### src/rtl/dendy_pkg.sv
// Shared definitions for the Dendy sprite DMA engine.
package dendy_pkg;

  localparam int unsigned IDX_W = 8;
  localparam logic [15:0] REG_ADDR_DEFAULT = 16'h4014;

  typedef enum logic [2:0] {
    IDLE,
    HALT,
    ALIGN,
    READ,
    WRITE,
    DONE
  } dma_state_e;

endpackage

### src/rtl/dendy_oam_dma.sv
// Sprite DMA: a CPU write of a page number to REG_ADDR copies LEN bytes from that
// page into OAM starting at the sampled OAMADDR, stalling the CPU meanwhile.
module dendy_oam_dma
  import dendy_pkg::*;
#(
  parameter int unsigned AW       = 16,
  parameter int unsigned LEN      = 256,
  parameter int unsigned OAMW     = 8,
  parameter logic [AW-1:0] REG_ADDR = AW'(REG_ADDR_DEFAULT)
) (
  input  logic            clock,
  input  logic            reset_n,
  input  logic            ce,
  input  logic [AW-1:0]   cpu_a,
  input  logic [7:0]      cpu_o,
  input  logic            cpu_w,
  input  logic [OAMW-1:0] oam_base,
  output logic            cpu_halt,
  output logic [AW-1:0]   dma_a,
  output logic            dma_r,
  input  logic [7:0]      dma_i,
  output logic [OAMW-1:0] oam_a,
  output logic [7:0]      oam_o,
  output logic            oam_w,
  output logic            busy,
  output logic            done
);

  localparam int unsigned PW = AW - 8;
  localparam logic [IDX_W-1:0] LAST = IDX_W'(LEN - 1);

  dma_state_e      state, state_d;
  logic [PW-1:0]   page, page_d;
  logic [OAMW-1:0] base, base_d;
  logic [IDX_W-1:0] idx, idx_d;
  logic            parity, parity_d;
  logic            cpu_halt_d, busy_d, done_d, dma_r_d, oam_w_d;
  logic [AW-1:0]   dma_a_d;
  logic [OAMW-1:0] oam_a_d;
  logic [7:0]      oam_o_d;

  always_ff @(posedge clock or negedge reset_n) begin
    if (!reset_n) begin
      state    <= IDLE;
      page     <= '0;
      base     <= '0;
      idx      <= '0;
      parity   <= 1'b0;
      cpu_halt <= 1'b0;
      busy     <= 1'b0;
      done     <= 1'b0;
      dma_r    <= 1'b0;
      dma_a    <= '0;
      oam_a    <= '0;
      oam_o    <= '0;
      oam_w    <= 1'b0;
    end else begin
      state    <= state_d;
      page     <= page_d;
      base     <= base_d;
      idx      <= idx_d;
      parity   <= parity_d;
      cpu_halt <= cpu_halt_d;
      busy     <= busy_d;
      done     <= done_d;
      dma_r    <= dma_r_d;
      dma_a    <= dma_a_d;
      oam_a    <= oam_a_d;
      oam_o    <= oam_o_d;
      oam_w    <= oam_w_d;
    end
  end

  // Next-state and next-output logic; strobes default low so they last one clock.
  always_comb begin
    state_d    = state;
    page_d     = page;
    base_d     = base;
    idx_d      = idx;
    parity_d   = parity ^ ce;
    cpu_halt_d = cpu_halt;
    busy_d     = busy;
    done_d     = 1'b0;
    dma_r_d    = 1'b0;
    dma_a_d    = dma_a;
    oam_a_d    = oam_a;
    oam_o_d    = oam_o;
    oam_w_d    = 1'b0;

    case (state)
      IDLE: begin
        if (ce && cpu_w && (cpu_a == REG_ADDR)) begin
          page_d     = cpu_o[PW-1:0];
          base_d     = oam_base;
          idx_d      = '0;
          busy_d     = 1'b1;
          cpu_halt_d = 1'b1;
          state_d    = HALT;
        end
      end
      HALT: begin
        if (ce) state_d = parity ? ALIGN : READ;
      end
      ALIGN: begin
        if (ce) state_d = READ;
      end
      READ: begin
        if (ce) begin
          dma_a_d = {page, idx};
          dma_r_d = 1'b1;
          state_d = WRITE;
        end
      end
      WRITE: begin
        if (ce) begin
          oam_o_d = dma_i;
          oam_a_d = base + OAMW'(idx);
          oam_w_d = 1'b1;
          if (idx == LAST) begin
            state_d = DONE;
          end else begin
            idx_d   = idx + IDX_W'(1);
            state_d = READ;
          end
        end
      end
      DONE: begin
        done_d     = 1'b1;
        busy_d     = 1'b0;
        cpu_halt_d = 1'b0;
        state_d    = IDLE;
      end
      default: state_d = IDLE;
    endcase
  end

endmodule
### config.mk
export PLATFORM = sky130hd
export DESIGN_NAME = dendy_oam_dma
export DESIGN_NICKNAME = d
export VERILOG_FILES = /design/src/rtl/dendy_pkg.sv /design/src/rtl/dendy_oam_dma.sv
export SDC_FILE = /design/constraint.sdc
export NUM_CORES = 1
export LEC_CHECK = 0
export ABC_AREA = 1
export BUFFER_PORTS_ARGS = -buffer_cell sky130_fd_sc_hd__buf_2
export CAP_MARGIN = 10
export CORE_MARGIN = 2
export CORE_UTILIZATION = 40
export DETAILED_ROUTE_END_ITERATION = 10
export GPL_ROUTABILITY_DRIVEN = 0
export MAX_ROUTING_LAYER = met4
export PLACE_DENSITY = 0.71
export SKIP_LAST_GASP = 1
export SLEW_MARGIN = 10
export SYNTH_ARGS = -nofsm -noshare
export SYNTH_HDL_FRONTEND = slang
export SYNTH_SLANG_ARGS = --single-unit
### constraint.sdc
create_clock -name clock -period 1.65 [get_ports clock]
set_input_delay 0.2475 -clock clock [delete_from_list [all_inputs] [get_ports clock]]
set_output_delay 0.2475 -clock clock [all_outputs]
set_load 0.05 [all_outputs]
# Word-level counts from Yosys, hierarchy flattened
# Index checks and enable logic that the tools add are counted.
[word_totals]
regBits = 64
latch_bits = 0
ramBits = 0
mem_bits_ro = 0
inputBits = 44
out_inout_bits = 37
elab_cells = 57
mem_count = 0
[op_classes]
n_addsub = 2
n_mul = 0
n_div = 0
magnitude_cmp = 0
eq_ne = 13
shift = 0
n_mux = 18
n_bitwise = 1
n_reduce_logical = 11
[ops]
columns = ["cell", "count"]
rows = [
  ["8-bit 2-to-1 mux", 3],
  ["3-bit 2-to-1 mux", 6],
  ["16-bit by 15-bit == test with 1-bit output, second input constant", 1],
  ["8-bit one-hot mux with 2 select lines", 1],
  ["3-bit one-hot mux with 5 select lines", 1],
  ["2-bit != test, second input constant", 6],
  ["8-bit by 1-bit adder with 8-bit output, second input constant", 1],
  ["8-bit adder", 1],
  ["8-bit == test, second input constant", 1],
  ["2-bit AND reduction", 4],
  ["3-bit by 2-bit == test with 1-bit output, second input constant", 2],
  ["3-bit == test, second input constant", 2],
  ["1-bit 2-to-1 mux", 6],
  ["5-bit AND reduction", 1],
  ["4-bit AND reduction", 1],
  ["2-bit nonzero test", 2],
  ["3-bit by 1-bit == test with 1-bit output, second input constant", 1],
  ["3-bit logical NOT", 1],
  ["1-bit logical AND", 2],
  ["1-bit one-hot mux with 2 select lines", 1],
  ["1-bit bitwise XOR", 1],
]

# Depth between registers and ports, before layout
[logic_depth]
ltp_word = 4
ltp_mapped = 9
ltp_nobuf = 9

# Worst setup path after synthesis
# OpenSTA, ideal clock, no wires.
[synth_path]
path_kind = "register -> register"
from = "register idx[0]"
to = "register oam_a[6]"
setup_time_ns = 0.118
arrival_time_ns = 1.573
t_required_ns = 1.532
slack_ns = -0.040
path_stages_with_launch = 10
path_buffers = 0
synth_period_minus_slack_ns = 1.690
cell_sequence = "dfrtp_1 ha_1 inv_1 fa_1 o21ai_0 nand3_1 nand2_1 nand2_1 nand3_1 nand2_1"
[synth_between]
elab_chain_len = 1
[synth_rtl]
columns = ["item", "line_no", "source"]
rows = [
  ["from (decl)", "dendy_oam_dma.sv:35", "logic [IDX_W-1:0] idx, idx_d;"],
  ["from (signal assigned)", "dendy_oam_dma.sv:61", "idx <= idx_d;"],
  ["8-bit adder", "dendy_oam_dma.sv:117", "oam_a_d = base + OAMW'(idx);"],
  ["to (signal assigned)", "dendy_oam_dma.sv:68", "oam_a <= oam_a_d;"],
  ["to (decl)", "dendy_oam_dma.sv:22", "output logic [OAMW-1:0] oam_a,"],
]
# No other way between the ends.
# A chain may end at the register's enable or synchronous reset.

# Worst setup path in the final report
[layout_path]
from = "register idx[0]"
to = "register idx[5]"
[layout_between]
elab_chain_len = 4
elab_cells_between_ends = 7
classes_between = "1 x add/sub; 2 x eq/ne; 3 x mux; 1 x reduce/logical"
[layout_rtl]
columns = ["item", "line_no", "source"]
rows = [
  ["8-bit by 1-bit adder with 8-bit output", "dendy_oam_dma.sv:122", "idx_d = idx + IDX_W'(1);"],
  ["8-bit 2-to-1 mux", "dendy_oam_dma.sv:119", "if (idx == LAST) begin"],
  ["8-bit 2-to-1 mux", "dendy_oam_dma.sv:115", "if (ce) begin"],
  ["8-bit one-hot mux with 2 select lines", "dendy_oam_dma.sv:90", "case (state)"],
]
# Several ways; a longest one is shown, not always the timed one. The select of a mux whose other input is x is not followed.

==> flow_metrics.env <==
export IMPL_outcome="finished clean"
export IMPL_chipWidth_um=93.56
export IMPL_areaGrowthSynthToFinish_pct=25.70
export IMPL_fmaxAchievable_mhz=644.3
export IMPL_synth_compound_area_share_pct=8.385
export IMPL_critPathKind="reg -> reg"
export IMPL_ctsLongestPathBuffers=2
export IMPL_peakVddDrop_mv=0.3594
export IMPL_synth_adder_area_share_pct=3.744
export IMPL_globalRouteOverflowTotal=0
export IMPL_finalHoldViolCount=0
export IMPL_io_pins=81
export IMPL_maxCapViolCount=0
export IMPL_global_route_wire_length_before_repair_mm=11.55
export IMPL_grt_use_total_pct=17.47
export IMPL_final_cell_count_no_fill=582
export IMPL_worst_slew_margin_rel_pct=72.18
export IMPL_crit_path_top_delay_cell="sky130_fd_sc_hd__dfrtp_1"
export IMPL_cts_tree="built"
export IMPL_ctsHtreeMaxLevel=3
export IMPL_hpwlAfterDp_mm=5.063
export IMPL_max_slew_worst_pin_slew_ps=416.7
export IMPL_synth_ff_latch_count=64
export IMPL_worst_endpoint_arrival_ps=1770
export IMPL_placement_rows=32
export IMPL_hold_worst_slack_ps=124.1
export IMPL_slew_violations=0
export IMPL_viasPerCell=4.605
export IMPL_mappedNetlistArea_um2=3208
export IMPL_fin_setup_tns_ps=0
export IMPL_dpl_cell_count=564
export IMPL_final_net_count=529
export IMPL_antenna_cells=0
export IMPL_critical_path_n_buffers_inverters=2
export IMPL_synth_distinct_cells=32
export IMPL_crit_path_start_kind="register"
export IMPL_finalSetupViolations=0
export IMPL_wire_length_on_met2_mm=3.443
export IMPL_initial_utilization_pct=41.30
export IMPL_portBuffers=80
export IMPL_setup_worst_path_end_class="register"
export IMPL_worst_path_most_repeated_cell="sky130_fd_sc_hd__nand2_2"
export IMPL_synth_top_family_by_area="simple AND/OR/NAND/NOR gates"
export IMPL_core_um2=7767
export IMPL_numClockSinks=64
export IMPL_yosys_mux_area_fraction_pct=0
export IMPL_synth_async_reset_ratio_pct=100.0
export IMPL_share_of_synthesized_cell_area_in_and_or_nand_and_nor_gates_pct=29.17
export IMPL_clkSlewWorstSetupHoldPaths_ps=70
export IMPL_postSynthAreaPerCell_um2=8.420
export IMPL_min_delay_path_class="in -> reg"
export IMPL_final_layout_size_suffix_gt1_share_pct=32.08
export IMPL_synth_yosys_seq_area_share_pct=49.92
export IMPL_synthFlopType="sky130_fd_sc_hd__dfrtp_1"
export IMPL_drt_pre_antenna_iters=4
export IMPL_drt_wirelength_per_cell_um=11.88
export IMPL_clk_latency_ps=330
export IMPL_cp_cell_instances="buf_4, ha_2, nand2_2, nor2_2, nand2_2, nand2_2, nand2_4, buf_4, nand4_1, nand2_1"
export IMPL_cts_made_buffers=9
export IMPL_die_area_um2=8753
export IMPL_grt_max_degree=65
export IMPL_synth_enable_flop_cells=0
export IMPL_cellLeakagePower_nw=2.262
export IMPL_power_per_cell_area_nw_per_um2=1324
export IMPL_drcViolationCount=0
export IMPL_cts_root_buf="sky130_fd_sc_hd__clkbuf_8"
export IMPL_yosysWarningCount=0
export IMPL_finalWorstPathRequiredPeriod_ps=1552
export IMPL_timing_critical_path_fanout_max=5
export IMPL_met3_length_um=355
export IMPL_layout_commonest_cell="sky130_fd_sc_hd__nand2_1"
export IMPL_floorplan_die_height_um=93.56
export IMPL_timing_final_crit_share_pct=94.07
export IMPL_top_library_cells_by_usage_in_the_layout_fill_and_taps_aside="141 x sky130_fd_sc_hd__nand2_1, 80 x sky130_fd_sc_hd__buf_2, 64 x sky130_fd_sc_hd__dfrtp_1"
export IMPL_first_iter_violations=135
export IMPL_first_global_vias=2578
export IMPL_detail_route_wirelength_met1_mm=3.069
export IMPL_critical_path_max_stage_delay_ps=350
export IMPL_fillers=709
export IMPL_unrepaired_setup_endpoints_after_global_routing="no"
export IMPL_dr_max_layer_used="met4"
export IMPL_mappedNetlistNets=434
export IMPL_drtAntennaViolNets=0
export IMPL_routed_wire_length_mm=6.913
export IMPL_fin_skew_ps=10.68
export IMPL_critical_path_top_delay_family="simple AND/OR/NAND/NOR gates"
export IMPL_route_vias_total=2680
export IMPL_timing_critical_path_required_ps=1870
export IMPL_yosys_area_share_xor_xnor_pct=1.092
export IMPL_grt_antenna_before_repair=0
export IMPL_post_synth_inst_count=381
[routing by layer]
layer	global-route usage [%]	vias to the layer above
met2	28.78	68
met4	5.797	0
li1	-	1380
met5	-	-
met1	21.02	1228
met3	4.593	4
[registers in the layout, summed over array words and instances (netlist names)]
name / flops
dma_r: 1
oam_o: 8
state: 3
oam_w: 1
parity: 1
busy: 1
dma_a: 16
done: 1
oam_a: 8
base: 8
page: 8
idx: 8
[power by group]
| part | internal, W | switching (W) |
|---|---|---|
| clock | 0.000838 | 0.000554 |
| sequential | 0.00181 | 0.000149 |
| combinational | 0.000535 | 0.00145 |
| total | 0.00318 | 0.00215 |
[path summary, 6_finish.rpt]
kind | from | end | slack [ps] | cells past startpoint
max | idx[0] | idx[5] | 100 | 10
max reg2reg | idx[0] | idx[5] | 100 | 10
min | dma_i[0] | oam_o[0] | 120 | 3
min reg2reg | oam_o[3] | oam_o[3] | 470 | 2
min in group asynchronous | reset_n | dma_a[8] | 470 | 3
max in group asynchronous | reset_n | oam_a[3] | 910 | 3
[layout make-up]
type                       instances  area [um^2]  area share, %
clock inverter                     4        70.07          1.738
inverter                          43        163.9          4.065
tap                              102        127.6          3.165
timing repair buffer              94        533.0          13.22
clock buffer                      11        131.4          3.258
sequential                        64         1602          39.71
multi-input combinational        264         1405          34.84
[Yosys cell counts (2+ instances only)]
library cell	number	area, um^2
sky130_fd_sc_hd__inv_1	38	142.6
sky130_fd_sc_hd__o21ai_2	17	148.9
sky130_fd_sc_hd__buf_4	3	22.52
sky130_fd_sc_hd__o21ai_1	2	10.01
sky130_fd_sc_hd__nor2_1	26	97.59
sky130_fd_sc_hd__o21a_1	2	15.01
sky130_fd_sc_hd__a21oi_2	2	17.52
sky130_fd_sc_hd__nand3_1	17	85.08
sky130_fd_sc_hd__buf_2	3	15.01
sky130_fd_sc_hd__nand4_1	8	50.05
sky130_fd_sc_hd__o21ai_0	9	45.04
sky130_fd_sc_hd__dfrtp_1	64	1602
sky130_fd_sc_hd__inv_2	4	15.01
sky130_fd_sc_hd__nand2_2	4	25.02
sky130_fd_sc_hd__nor3_2	2	20.02
sky130_fd_sc_hd__a21oi_1	5	25.02
sky130_fd_sc_hd__buf_6	4	45.04
sky130_fd_sc_hd__ha_1	8	100.1
sky130_fd_sc_hd__nor2_4	3	33.78
sky130_fd_sc_hd__nand2_1	146	548.0
sky130_fd_sc_hd__xor2_1	3	26.28
[what timing repair did]
item                       4_1_cts  5_1_grt
buffers inserted                 1        1
pin swaps                        0        3
hold endpoints to repair        64        0
hold buffers                     1        0
resized for setup                2       10
cloned                           0        0
setup endpoints to repair        2       11
[kinds of logic after synthesis]
kind of cell / count (synthesis)
AND/OR/NAND/NOR: 213
AO/OA/AOI/OAI: 38
flip-flops: 64
XOR/XNOR: 4
adder cells (fa/ha/maj): 9
buffers and inverters: 53
[per-stage QoR]
stage / power, W / setup slack (ps) / utilization, % / area (um^2)
after CTS: 0.005357 / 17.82 / 51.35 / 3989
after detailed placement: 0.003936 / -3.004 / 48.42 / 3761
after floorplan: 0.003404 / 38.21 / - / 3208
final: 0.005338 / 97.82 / 51.92 / 4033
after global placement: 0.003893 / 37.43 / 48.42 / 3761
after global routing: 0.005633 / 5.788 / 51.92 / 4033
[worst register-to-register path, stage by stage (launching register included)]
cell,delay (ps)
sky130_fd_sc_hd__dfrtp_1,350
sky130_fd_sc_hd__buf_4,150
sky130_fd_sc_hd__ha_2,200
sky130_fd_sc_hd__nand2_2,70
sky130_fd_sc_hd__nor2_2,120
sky130_fd_sc_hd__nand2_2,80
sky130_fd_sc_hd__nand2_2,90
sky130_fd_sc_hd__nand2_4,80
sky130_fd_sc_hd__buf_4,140
sky130_fd_sc_hd__nand4_1,100
sky130_fd_sc_hd__nand2_1,60
(Power assumes the default switching activity.)
